$ cat src/rtl/pc_ctrl_pkg.sv
// Shared types and helpers for the PC redirect controller.
package pc_ctrl_pkg;

    typedef enum logic [1:0] {
        BOOT     = 2'b00,
        RUN      = 2'b01,
        REDIRECT = 2'b10,
        HALT     = 2'b11
    } pc_state_e;

    localparam int PC_STEP = 4;

    // A redirect target is usable only if word aligned and inside the PC_W-bit address space.
    function automatic logic target_ok(input logic [31:0] tgt, input int unsigned pc_w);
        return (tgt[1:0] == 2'b00) && ((tgt >> pc_w) == 32'd0);
    endfunction

endpackage

$ cat src/rtl/sat_counter.sv
// Saturating up-counter with synchronous active-low clear.
module sat_counter #(
    parameter int CNT_W = 16
) (
    input  logic             clk,
    input  logic             reset,
    input  logic             inc,
    output logic [CNT_W-1:0] cnt
);

    always_ff @(posedge clk) begin
        if (!reset)
            cnt <= '0;
        else if (inc && (cnt != '1))
            cnt <= cnt + 1'b1;
    end

endmodule

$ cat src/rtl/pc_redirect_ctrl.sv
// Program counter owner and fetch sequencer for the 5-stage core.
// Optional statistics counters are enabled with `define PC_REDIRECT_STATS_EN.
module pc_redirect_ctrl
    import pc_ctrl_pkg::*;
#(
    parameter int             PC_W     = 9,
    parameter logic [PC_W-1:0] RESET_PC = '0,
    parameter int             CNT_W    = 16
) (
    input  logic             clk,
    input  logic             reset,
    input  logic             PcSel,
    input  logic [31:0]      BrPC,
    input  logic             stall,
    input  logic             halt_req,
    output logic [PC_W-1:0]  PC,
    output logic             if_valid,
    output logic             flush_ifid,
    output logic             flush_idex,
    output logic             halted,
    output logic             tgt_fault
`ifdef PC_REDIRECT_STATS_EN
    ,
    output logic [CNT_W-1:0] br_redirect_cnt,
    output logic [CNT_W-1:0] stall_cnt
`endif
);

    pc_state_e       state_q, state_d;
    logic [PC_W-1:0] pc_q, pc_d;
    logic            fault_q, fault_d;
    logic            valid_c, fl_ifid_c, fl_idex_c;
    logic            br_accept, stall_evt;
    logic            tgt_good;

    assign tgt_good = target_ok(BrPC, PC_W);

    always_ff @(posedge clk) begin
        if (!reset) begin
            state_q <= BOOT;
            pc_q    <= RESET_PC;
            fault_q <= 1'b0;
        end else begin
            // NOTE: state registers use non-blocking assignments so every flop samples pre-edge values.
            state_q <= state_d;
            pc_q    <= pc_d;
            fault_q <= fault_d;
        end
    end

    always_comb begin
        // NOTE: every output of this block gets a default first, so no path can infer a latch.
        state_d   = state_q;
        pc_d      = pc_q;
        fault_d   = fault_q;
        valid_c   = 1'b0;
        fl_ifid_c = 1'b0;
        fl_idex_c = 1'b0;
        br_accept = 1'b0;
        stall_evt = 1'b0;
        unique case (state_q)
            BOOT: state_d = RUN;
            RUN: begin
                valid_c = !stall;
                if (PcSel) begin
                    fl_ifid_c = 1'b1;
                    fl_idex_c = 1'b1;
                    if (tgt_good) begin
                        pc_d      = BrPC[PC_W-1:0];
                        br_accept = 1'b1;
                        state_d   = halt_req ? HALT : REDIRECT;
                    end else begin
                        fault_d = 1'b1;
                        state_d = HALT;
                    end
                end else if (halt_req) begin
                    fl_ifid_c = 1'b1;
                    state_d   = HALT;
                end else if (stall) begin
                    stall_evt = 1'b1;
                end else begin
                    pc_d = pc_q + PC_W'(PC_STEP);
                end
            end
            REDIRECT: begin
                // The EX slot holds a bubble here, so PcSel carries no real request.
                valid_c = !stall;
                state_d = RUN;
                if (halt_req) begin
                    fl_ifid_c = 1'b1;
                    state_d   = HALT;
                end else if (stall) begin
                    stall_evt = 1'b1;
                end else begin
                    pc_d = pc_q + PC_W'(PC_STEP);
                end
            end
            HALT: fl_ifid_c = 1'b1;
            default: state_d = BOOT;
        endcase
    end

    // While reset is asserted every output is forced quiet and PC shows the reset vector.
    assign PC         = reset ? pc_q : RESET_PC;
    assign if_valid   = reset & valid_c;
    assign flush_ifid = reset & fl_ifid_c;
    assign flush_idex = reset & fl_idex_c;
    assign halted     = reset & (state_q == HALT);
    assign tgt_fault  = reset & fault_q;

`ifdef PC_REDIRECT_STATS_EN
    logic [CNT_W-1:0] br_cnt_q, stall_cnt_q;

    sat_counter #(.CNT_W(CNT_W)) u_br_cnt (
        .clk   (clk),
        .reset (reset),
        .inc   (br_accept),
        .cnt   (br_cnt_q)
    );

    sat_counter #(.CNT_W(CNT_W)) u_stall_cnt (
        .clk   (clk),
        .reset (reset),
        .inc   (stall_evt),
        .cnt   (stall_cnt_q)
    );

    assign br_redirect_cnt = reset ? br_cnt_q : '0;
    assign stall_cnt       = reset ? stall_cnt_q : '0;
`else
    logic unused_stats;
    assign unused_stats = br_accept ^ stall_evt ^ (CNT_W > 0);
`endif

endmodule
$ cat config.mk
export PLATFORM = sky130hd
export DESIGN_NAME = pc_redirect_ctrl
export DESIGN_NICKNAME = d
export VERILOG_FILES = /design/src/rtl/pc_ctrl_pkg.sv /design/src/rtl/sat_counter.sv /design/src/rtl/pc_redirect_ctrl.sv
export SDC_FILE = /design/constraint.sdc
export NUM_CORES = 1
export LEC_CHECK = 0
export CORE_MARGIN = 1.5
export CORE_UTILIZATION = 37
export CTS_BUF_LIST = sky130_fd_sc_hd__clkbuf_4 sky130_fd_sc_hd__clkbuf_8 sky130_fd_sc_hd__clkbuf_16
export DETAILED_ROUTE_END_ITERATION = 7
export PLACE_DENSITY = 0.79
export SETUP_SLACK_MARGIN = 0.5
export SLEW_MARGIN = 20
export SYNTH_ARGS = -nofsm -noshare
export SYNTH_HDL_FRONTEND = slang
export SYNTH_HIERARCHICAL = 1
export SYNTH_SLANG_ARGS = --single-unit
$ cat constraint.sdc
create_clock -name clk -period 4 [get_ports clk]
set_input_delay 1.2 -clock clk [delete_from_list [all_inputs] [get_ports clk]]
set_output_delay 1.2 -clock clk [all_outputs]
set_load 0.01 [all_outputs]
==> metrics, run 1 <==
pwr dens 295 nW/µm²; Netlist Area Pre-Place 875 µm²; antenna violations before repair 0; Post-Place Cell Area 1430 µm²; fmax 0.290 GHz; CTS Sinks 12; status completed; die area 2660 µm²; number of global-route vias before repair 1,025; YS warnings 6; crit path time final 3440 ps; CORE AREA 2210 µm²; FF+latch area 240 µm²; critical path class input port to primary output; Initial Util 39.5%; Clock power frac 23.0%; die height 51.6 µm; DRT Pass-1 Iters 4; syn_area_per_cell 7.74 µm²; Global Route Usage Sum 21.4%; final setup violation count 0; WL/cell 13.6 µm; filler cell count 193; peak fanout along the critical path 7; number of distinct library cells after synthesis 28; wirelength, routed 2680 µm; Main synth FF type dfxtp_1; Die W 51.6 µm; post-synth top area share 27.5%; Critical Path Sink Type primary output; clock skew 2.08 ps; layout cells sized above 1 11.8%; Synth area leaders dfxtp_1 (27%), ha_1 (8.6%), and2_1 (7.9%); syn nets 156; Post-Synth Simple-Gate Area 36.8%; setup tns final 0 ps; Reg power frac 34.9%; CTS tree built; Synth area leader dfxtp_1; P&R area growth vs syn 70.2%; vias per std cell 5.27; Comb pwr share 42.0%; crit-path cells clkdlybuf4s18_2 -> buf_4 -> and2_1 -> clkdlybuf4s50_1; Buf+Inv Stages, Crit Path 3; num rows 17; I/O pin cnt 51; critical path's top delay family buffers and inverters; DRC viols 0; clock slew at reported path FFs 80 ps; GR Overflow Total 0; Crit-path slowest cell clkdlybuf4s50_1; Power, Total 0.440 mW; worst skew pair latency 280 ps; Post-DP HPWL 2070 µm; XOR/XNOR Fraction of Synth Area 0%; I/O Buffers 50; final hold violation count 0; Placer Congestion 0.929; largest net degree at the start of global routing 14; slowest stage delay, CP 530 ps; setup ws final 556 ps; Post-Place Worst Slack 43.2 ps; 1st-iter DRT viols 21; Internal Power 0.288 mW; post-route cell area 1490 µm²; CTS max path bufs 2; Seq/Total Area, Yosys 27.5%; NetSw 0.151 mW; RSZ-0062 raised after global routing false; Post-synth EDFFs 0; main combinational cell family by area after synthesis simple AND/OR/NAND/NOR gates; fin crit share 86.1%; Routed Antenna Nets 0; multi-input logic area 596 µm²; post-synthesis mux area share 0%; Compound-Gate Fraction of Synth Area 22.5%; ANT cells 0; CTS Root Cell clkbuf_4; H-tree levels 1; Pins Over Slew Limit 0; VDD IR max 0.000254 V; Hold Crit Class flop to flop; CTS buffer count 3; Seq cells post-synth 12; adder-cell area share of the yosys netlist 8.58%; kind of start point of the critical path input port; hold slack 548 ps; most frequent cell after synthesis nor2_1; relative slew slack 43.1%; hold_buf cts 0; ys async rst share 0%; Leak 0.763 nW; Worst EP arrival 2240 ps; Mapped Cells 113; Synth top cells by count nor2_1 (14), dfxtp_1 (12), and2_1 (11), nand2_1 (11), a21oi_1 (10); via count 1,038; nets 213; worst endpoint required time 2800 ps; fraction of power spent switching nets 34.4%; max cap viols 0; worst-margin pin slew 852 ps; global-route wire length before repair 4260 µm
[what timing repair did]
action                                  in CTS  in global routing
pin swaps                                    0                  1
hold endpoints to repair                     0                  0
setup buffers                                0                  0
endpoints found under the setup margin      14                 10
gates resized for setup                      5                 17
[cells by family after synthesis]
family,Yosys count
simple gates,57
fa+ha+maj,6
compound gates,29
flops,12
buf+inv,9
[layer usage]
layer / global-route usage, % / routed length (µm) / vias to the layer above
li1: - / - / 518
met1: 25.4 / 1190 / 477
met2: 35.9 / 1300 / 33
met3: 6.03 / 131 / 10
met4: 8.77 / 63 / 0
met5: 0 / 0 / -
[cell usage in the layout (no fill, tap or decap), drive strengths merged, types with 2 or more instances in the layout]
| cell type | netlist | layout |
|---|---|---|
| o221a | 2 | 2 |
| and2 | 11 | 11 |
| nand2 | 11 | 11 |
| ha | 6 | 6 |
| nand4 | 3 | 3 |
| dlymetal6s2s | 0 | 11 |
| nand3 | 2 | 2 |
| a21oi | 10 | 10 |
| nor4 | 7 | 7 |
| buf | 1 | 6 |
| inv | 6 | 6 |
| clkdlybuf4s50 | 0 | 36 |
| nor2 | 14 | 14 |
| o21a | 2 | 2 |
| nand2b | 3 | 3 |
| o22a | 2 | 2 |
| o21ai | 4 | 4 |
| o32ai | 2 | 2 |
| clkbuf | 2 | 4 |
| o31ai | 4 | 4 |
| dfxtp | 12 | 12 |
| nor3 | 3 | 3 |
[registers in the layout, summed over array words and instances, names as in the netlist]
| register | cells |
|---|---|
| fault_q | 1 |
| pc_q | 9 |
| state_q | 2 |
[area by class of cell]
type                    count  share of cell area [%]
clock buffers               4                    2.44
flip-flops and latches     12                    16.1
well taps                  28                    2.35
multi-input cells          92                    40.0
repair buffers             55                    37.6
inverters                   6                    1.51
[power by group through the flow]
stage	clock network [mW]	registers, mW	logic [mW]
after floorplan	0	0.151	0.111
after global placement	0	0.155	0.181
after detailed placement	0	0.155	0.185
after CTS	0.103	0.153	0.185
after global routing	0.109	0.156	0.204
final	0.101	0.154	0.185
[worst reg2reg max path, stage by stage (launching register included)]
cell and delay [ps]:
dfxtp_1 430, inv_1 100, ha_1 240, nor2b_1 680, nor2_1 110, nor2_1 150, o221a_2 200
[worst paths after layout]
check | start | slack (ps) | end | cells after the start
worst max register to register | state_q[0]$_SDFFE_PN0P_ | 2040 | pc_q[3]$_SDFFE_PN0P_ | 6
worst max-delay path | reset | 560 | halted | 4
worst min register to register | pc_q[6]$_SDFFE_PN0P_ | 550 | pc_q[6]$_SDFFE_PN0P_ | 2
worst min-delay path | pc_q[6]$_SDFFE_PN0P_ | 550 | pc_q[6]$_SDFFE_PN0P_ | 2
[metrics by stage]
step	utilization [%]	std cells
2_1_floorplan	-	113
3_3_place_gp	64.6	193
3_5_place_dp	64.6	193
4_1_cts	66.2	197
5_1_grt	67.3	197
6_report	67.3	197
Power figures use the tool's default switching activity.
==> inputs of run 2 (changes only) <==
Settings changed: CORE_UTILIZATION 37 to 40, PLACE_DENSITY 0.79 to 0.84.
==> metrics, run 2 (synthesis gave the netlist of run 1 again) <==
Reg2Reg Setup Slack 2060 ps; Leak 0.636 nW; Routed Antenna Nets 0; H-tree levels 1; status completed; critical path class input port to primary output; CORE AREA 2000 µm²; nets 215; clock skew 3.92 ps; Placer Congestion 0.784; CTS buffer count 3; Post-DP HPWL 2130 µm; final setup violation count 0; Critical Path Sink Type primary output; Die W 49.8 µm; FF+latch area 240 µm²; DRT Pass-1 Iters 4; Pins Over Slew Limit 0; WHS Path Cells 2; wirelength, routed 2680 µm; Post-Place Cell Area 1440 µm²; RSZ-0062 raised after global routing false; Largest register FFs 9; worst skew pair latency 280 ps; WL/cell 13.6 µm; global-route wire length before repair 4450 µm; fin cells 198; Biggest register pc_q; Worst Hold Endpoint pc_q[2]$_SDFFE_PN0P_; post-route cell area 1480 µm²; most frequent cells in the layout clkdlybuf4s50_1 (44), nor2_1 (14), dfxtp_1 (12); VDD IR max 0.000254 V; I/O Buffers 50; peak fanout along the critical path 5; commonest non-fill, non-tap cell in the layout clkdlybuf4s50_1; clock slew at reported path FFs 70 ps; fmax 0.290 GHz; Post-Place Worst Slack 102 ps; crit path time final 3450 ps; setup ws final 549 ps; num rows 16; Power, Total 0.439 mW; R2R depth 6; hold wc startpoint pc_q[2]$_SDFFE_PN0P_; ANT cells 0; via count 1,033; die height 49.8 µm; filler cell count 159; Hold Crit Class flop to flop; CTS Root Cell clkbuf_4; GR Overflow Total 0; CTS max path bufs 2; setup tns final 0 ps; largest net degree at the start of global routing 14; CTS tree built; biggest regs pc_q (9), state_q (2), fault_q (1); pwr dens 296 nW/µm²; Worst EP arrival 2250 ps; relative slew slack 42.1%; I/O pin cnt 51; number of global-route vias before repair 1,021; multi-input logic area 596 µm²; die area 2480 µm²; CTS Sinks 12; final hold violation count 0; max cap viols 0; Global Route Usage Sum 23.1%; 1st-iter DRT viols 18; kind of start point of the critical path input port; vias per std cell 5.22; worst endpoint required time 2800 ps; DRC viols 0; layout cells sized above 1 12.9%; Initial Util 43.7%; worst-margin pin slew 867 ps; Crit Reg-Reg Startpoint state_q[0]$_SDFFE_PN0P_; P&R area growth vs syn 69.7%; fin crit share 86.3%; dpl cells 193; antenna violations before repair 0; Reg2Reg Capture Point pc_q[3]$_SDFFE_PN0P_
[run 2: changes by cell type in the layout (fill, tap and decap cells not counted), sizes merged]
| cell | change |
|---|---|
| dlymetal6s2s | -8 |
| clkdlybuf4s15 | +1 |
| clkdlybuf4s18 | -1 |
| buf | +2 |
| clkdlybuf4s50 | +8 |
[run 2: critical path, cell delays in order]
cell and delay [ps]:
clkdlybuf4s15_2 220, buf_4 140, and2_1 150, clkdlybuf4s50_1 540
[run 2: worst max-delay path by stage]
stage / slack, ps / cells after the start / start / endpoint
6_report: 550 / 4 / reset / PC[8]
5_1_grt: 500 / 4 / reset / tgt_fault
2_1_floorplan: 890 / 3 / reset / flush_ifid
4_1_cts: 380 / 7 / PcSel / flush_ifid
3_5_place_dp: 100 / 7 / PcSel / flush_ifid
3_3_place_gp: 110 / 7 / PcSel / flush_ifid
[run 2: where the power goes]
group          switching [mW]  internal, mW
Clock                  0.0430        0.0554
Sequential             0.0165         0.136
Combinational          0.0878        0.0998
[run 2: routing by layer]
metal  share of wire, %  GRT usage [%]  up-vias
met5                  0              0        -
met4                  0           2.78        0
met3                5.4           6.97        0
met2                 53           41.1       35
met1                 42           28.0      467
li1                   -              -      531
[run 2: area by class of cell]
class                   count  area share (%)
multi-input cells          92            40.1
repair buffers             57            37.4
flip-flops and latches     12            16.2
clock buffers               4            2.45
well taps                  27            2.28
inverters                   6            1.52
[run 2: stage by stage]
step                      hold WS, ps  util, %
after floorplan                   488        -
after global placement            514     71.7
after detailed placement          521     71.7
after CTS                         533     73.4
after global routing              572     74.1
final                             532     74.1
[run 2: what timing repair did]
| action | 4_1_cts | 5_1_grt |
|---|---|---|
| setup endpoints to repair | 14 | 3 |
| gates resized for setup | 5 | 7 |
| pin swaps | 0 | 2 |
| hold buffers | 0 | 0 |
| setup buffers | 0 | 1 |
==> inputs of run 3 (changes only) <==
Settings changed: CORE_MARGIN 1.5 to 2, CORE_UTILIZATION 40 to 42, CTS_BUF_LIST sky130_fd_sc_hd__clkbuf_4 sky130_fd_sc_hd__clkbuf_8 sky130_fd_sc_hd__clkbuf_16 to sky130_fd_sc_hd__clkbuf_4 sky130_fd_sc_hd__clkbuf_8, PLACE_DENSITY 0.84 to 0.88.
==> metrics, run 3 (synthesis gave the netlist of run 1 again) <==
status completed; biggest regs pc_q (9), state_q (2), fault_q (1); pwr dens 300 nW/µm²; CTS buffer count 3; vias per std cell 5.31; Routed Antenna Nets 0; Reg2Reg Capture Point pc_q[3]$_SDFFE_PN0P_; antenna violations before repair 0; 1st-iter DRT viols 17; DRC viols 0; Initial Util 44.6%; RSZ-0062 raised after global routing false; worst skew pair latency 280 ps; I/O pin cnt 51; crit path from reset; Reg power frac 34.6%; Hold Crit Class flop to flop; Reg2Reg Setup Slack 2080 ps; worst endpoint required time 2800 ps; CTS tree built; ANT cells 0; Leak 0.619 nW; most frequent cells in the layout clkdlybuf4s50_1 (43), nor2_1 (14), dfxtp_1 (12); num rows 16; Critical Path Sink Type primary output; WHS Path Cells 2; number of global-route vias before repair 1,007; CORE AREA 1960 µm²; slowest stage delay, CP 540 ps; hold wc startpoint pc_q[6]$_SDFFE_PN0P_; wirelength, routed 2720 µm; Internal Power 0.290 mW; layout cells sized above 1 12.4%; nets 213; # Post-CTS Setup Buffers 0; Final Util 75.1%; CTS max path bufs 2; I/O Buffers 50; peak fanout along the critical path 5; Crit-path slowest cell clkdlybuf4s50_1; relative slew slack 45.9%; Largest register FFs 9; VDD IR max 0.000306 V; final setup violation count 0; via count 1,040; kind of start point of the critical path input port; P&R area growth vs syn 68.4%; Clock power frac 22.4%; Post-DP HPWL 2200 µm; setup tns final 0 ps; die area 2460 µm²; DRT Pass-1 Iters 4; H-tree levels 1; max cap viols 0; Biggest register pc_q; Worst EP arrival 2260 ps; crit-path cells clkdlybuf4s15_2 -> buf_4 -> and2_1 -> clkdlybuf4s50_1; worst-margin pin slew 810 ps; Comb pwr share 43.0%; clock slew at reported path FFs 70 ps; Pins Over Slew Limit 0; Die W 49.6 µm; die height 49.6 µm; GR Overflow Total 0; fmax 0.289 GHz; fin crit share 86.5%; Global Route Usage Sum 22.8%; commonest non-fill, non-tap cell in the layout clkdlybuf4s50_1; Crit Reg-Reg Startpoint state_q[1]$_SDFFE_PN0P_; Placer Congestion 0.786; final hold violation count 0; Worst Hold Endpoint pc_q[6]$_SDFFE_PN0P_; CTS Sinks 12; largest net degree at the start of global routing 14; clock skew 9.29 ps; CTS Root Cell clkbuf_4; R2R depth 7; global-route wire length before repair 4360 µm; WL/cell 13.9 µm; fraction of power spent switching nets 34.5%; NetSw 0.153 mW; critical path class input port to primary output; crit path time final 3460 ps
[run 3: cell types whose count changed in the layout (fill, tap and decap cells not counted)]
cell	change
nor3_2	+1
nor3_1	-1
clkdlybuf4s50_1	-1
buf_6	+1
dlymetal6s2s_1	-1
dlygate4sd2_1	+2
buf_4	-3
[run 3: how the worst max path moves through the flow]
| stage | to | depth (start not counted) | slack (ps) |
|---|---|---|---|
| 3_5_place_dp | flush_ifid | 7 | 60 |
| 5_1_grt | PC[7] | 4 | 500 |
| 3_3_place_gp | flush_ifid | 7 | 100 |
| 4_1_cts | flush_ifid | 7 | 330 |
| 2_1_floorplan | flush_ifid | 3 | 890 |
| 6_report | tgt_fault | 4 | 540 |
[run 3: per-stage QoR]
step	instances	setup slack, ps	hold slack, ps	cell area (µm²)	total power, mW
finish	196	539	553	1470	0.442
global route	196	502	573	1470	0.471
CTS	196	333	550	1460	0.442
detailed placement	192	62.2	528	1430	0.344
global placement	192	95.2	513	1430	0.333
floorplan	113	889	488	875	0.262
[run 3: what timing repair did]
| item | CTS | global route |
|---|---|---|
| hold buffers | 0 | 0 |
| resized for setup | 8 | 8 |
| setup endpoints to repair | 14 | 2 |
[run 3: layer usage]
layer	part of all wire [%]	global-route usage [%]	vias to the layer above	wire (µm)
met2	54	42.7	21	1470
met4	1.2	7.41	0	34
met1	41	24.2	488	1130
li1	-	-	527	-
met3	3.3	6.36	4	91
met5	0	0	-	0
[run 3: final cells by class]
type | instances | area [µm²]
Multi-Input combinational cell | 92 | 601
Sequential cell | 12 | 240
Timing Repair Buffer | 55 | 539
Clock buffer | 4 | 36.3
Inverter | 6 | 22.5
Fill cell | 167 | 489
Tap cell | 27 | 33.8
[run 3: critical path: cells and delay by family]
family	cells	cell delay [ps]
buf+inv	3	910
simple gates	1	150
[run 3: power groups by stage]
stage	combinational, mW	clock, mW	sequential, mW
floorplan	0.111	0	0.151
global placement	0.180	0	0.154
detailed placement	0.188	0	0.156
CTS	0.188	0.101	0.152
global route	0.208	0.108	0.155
finish	0.190	0.0991	0.153
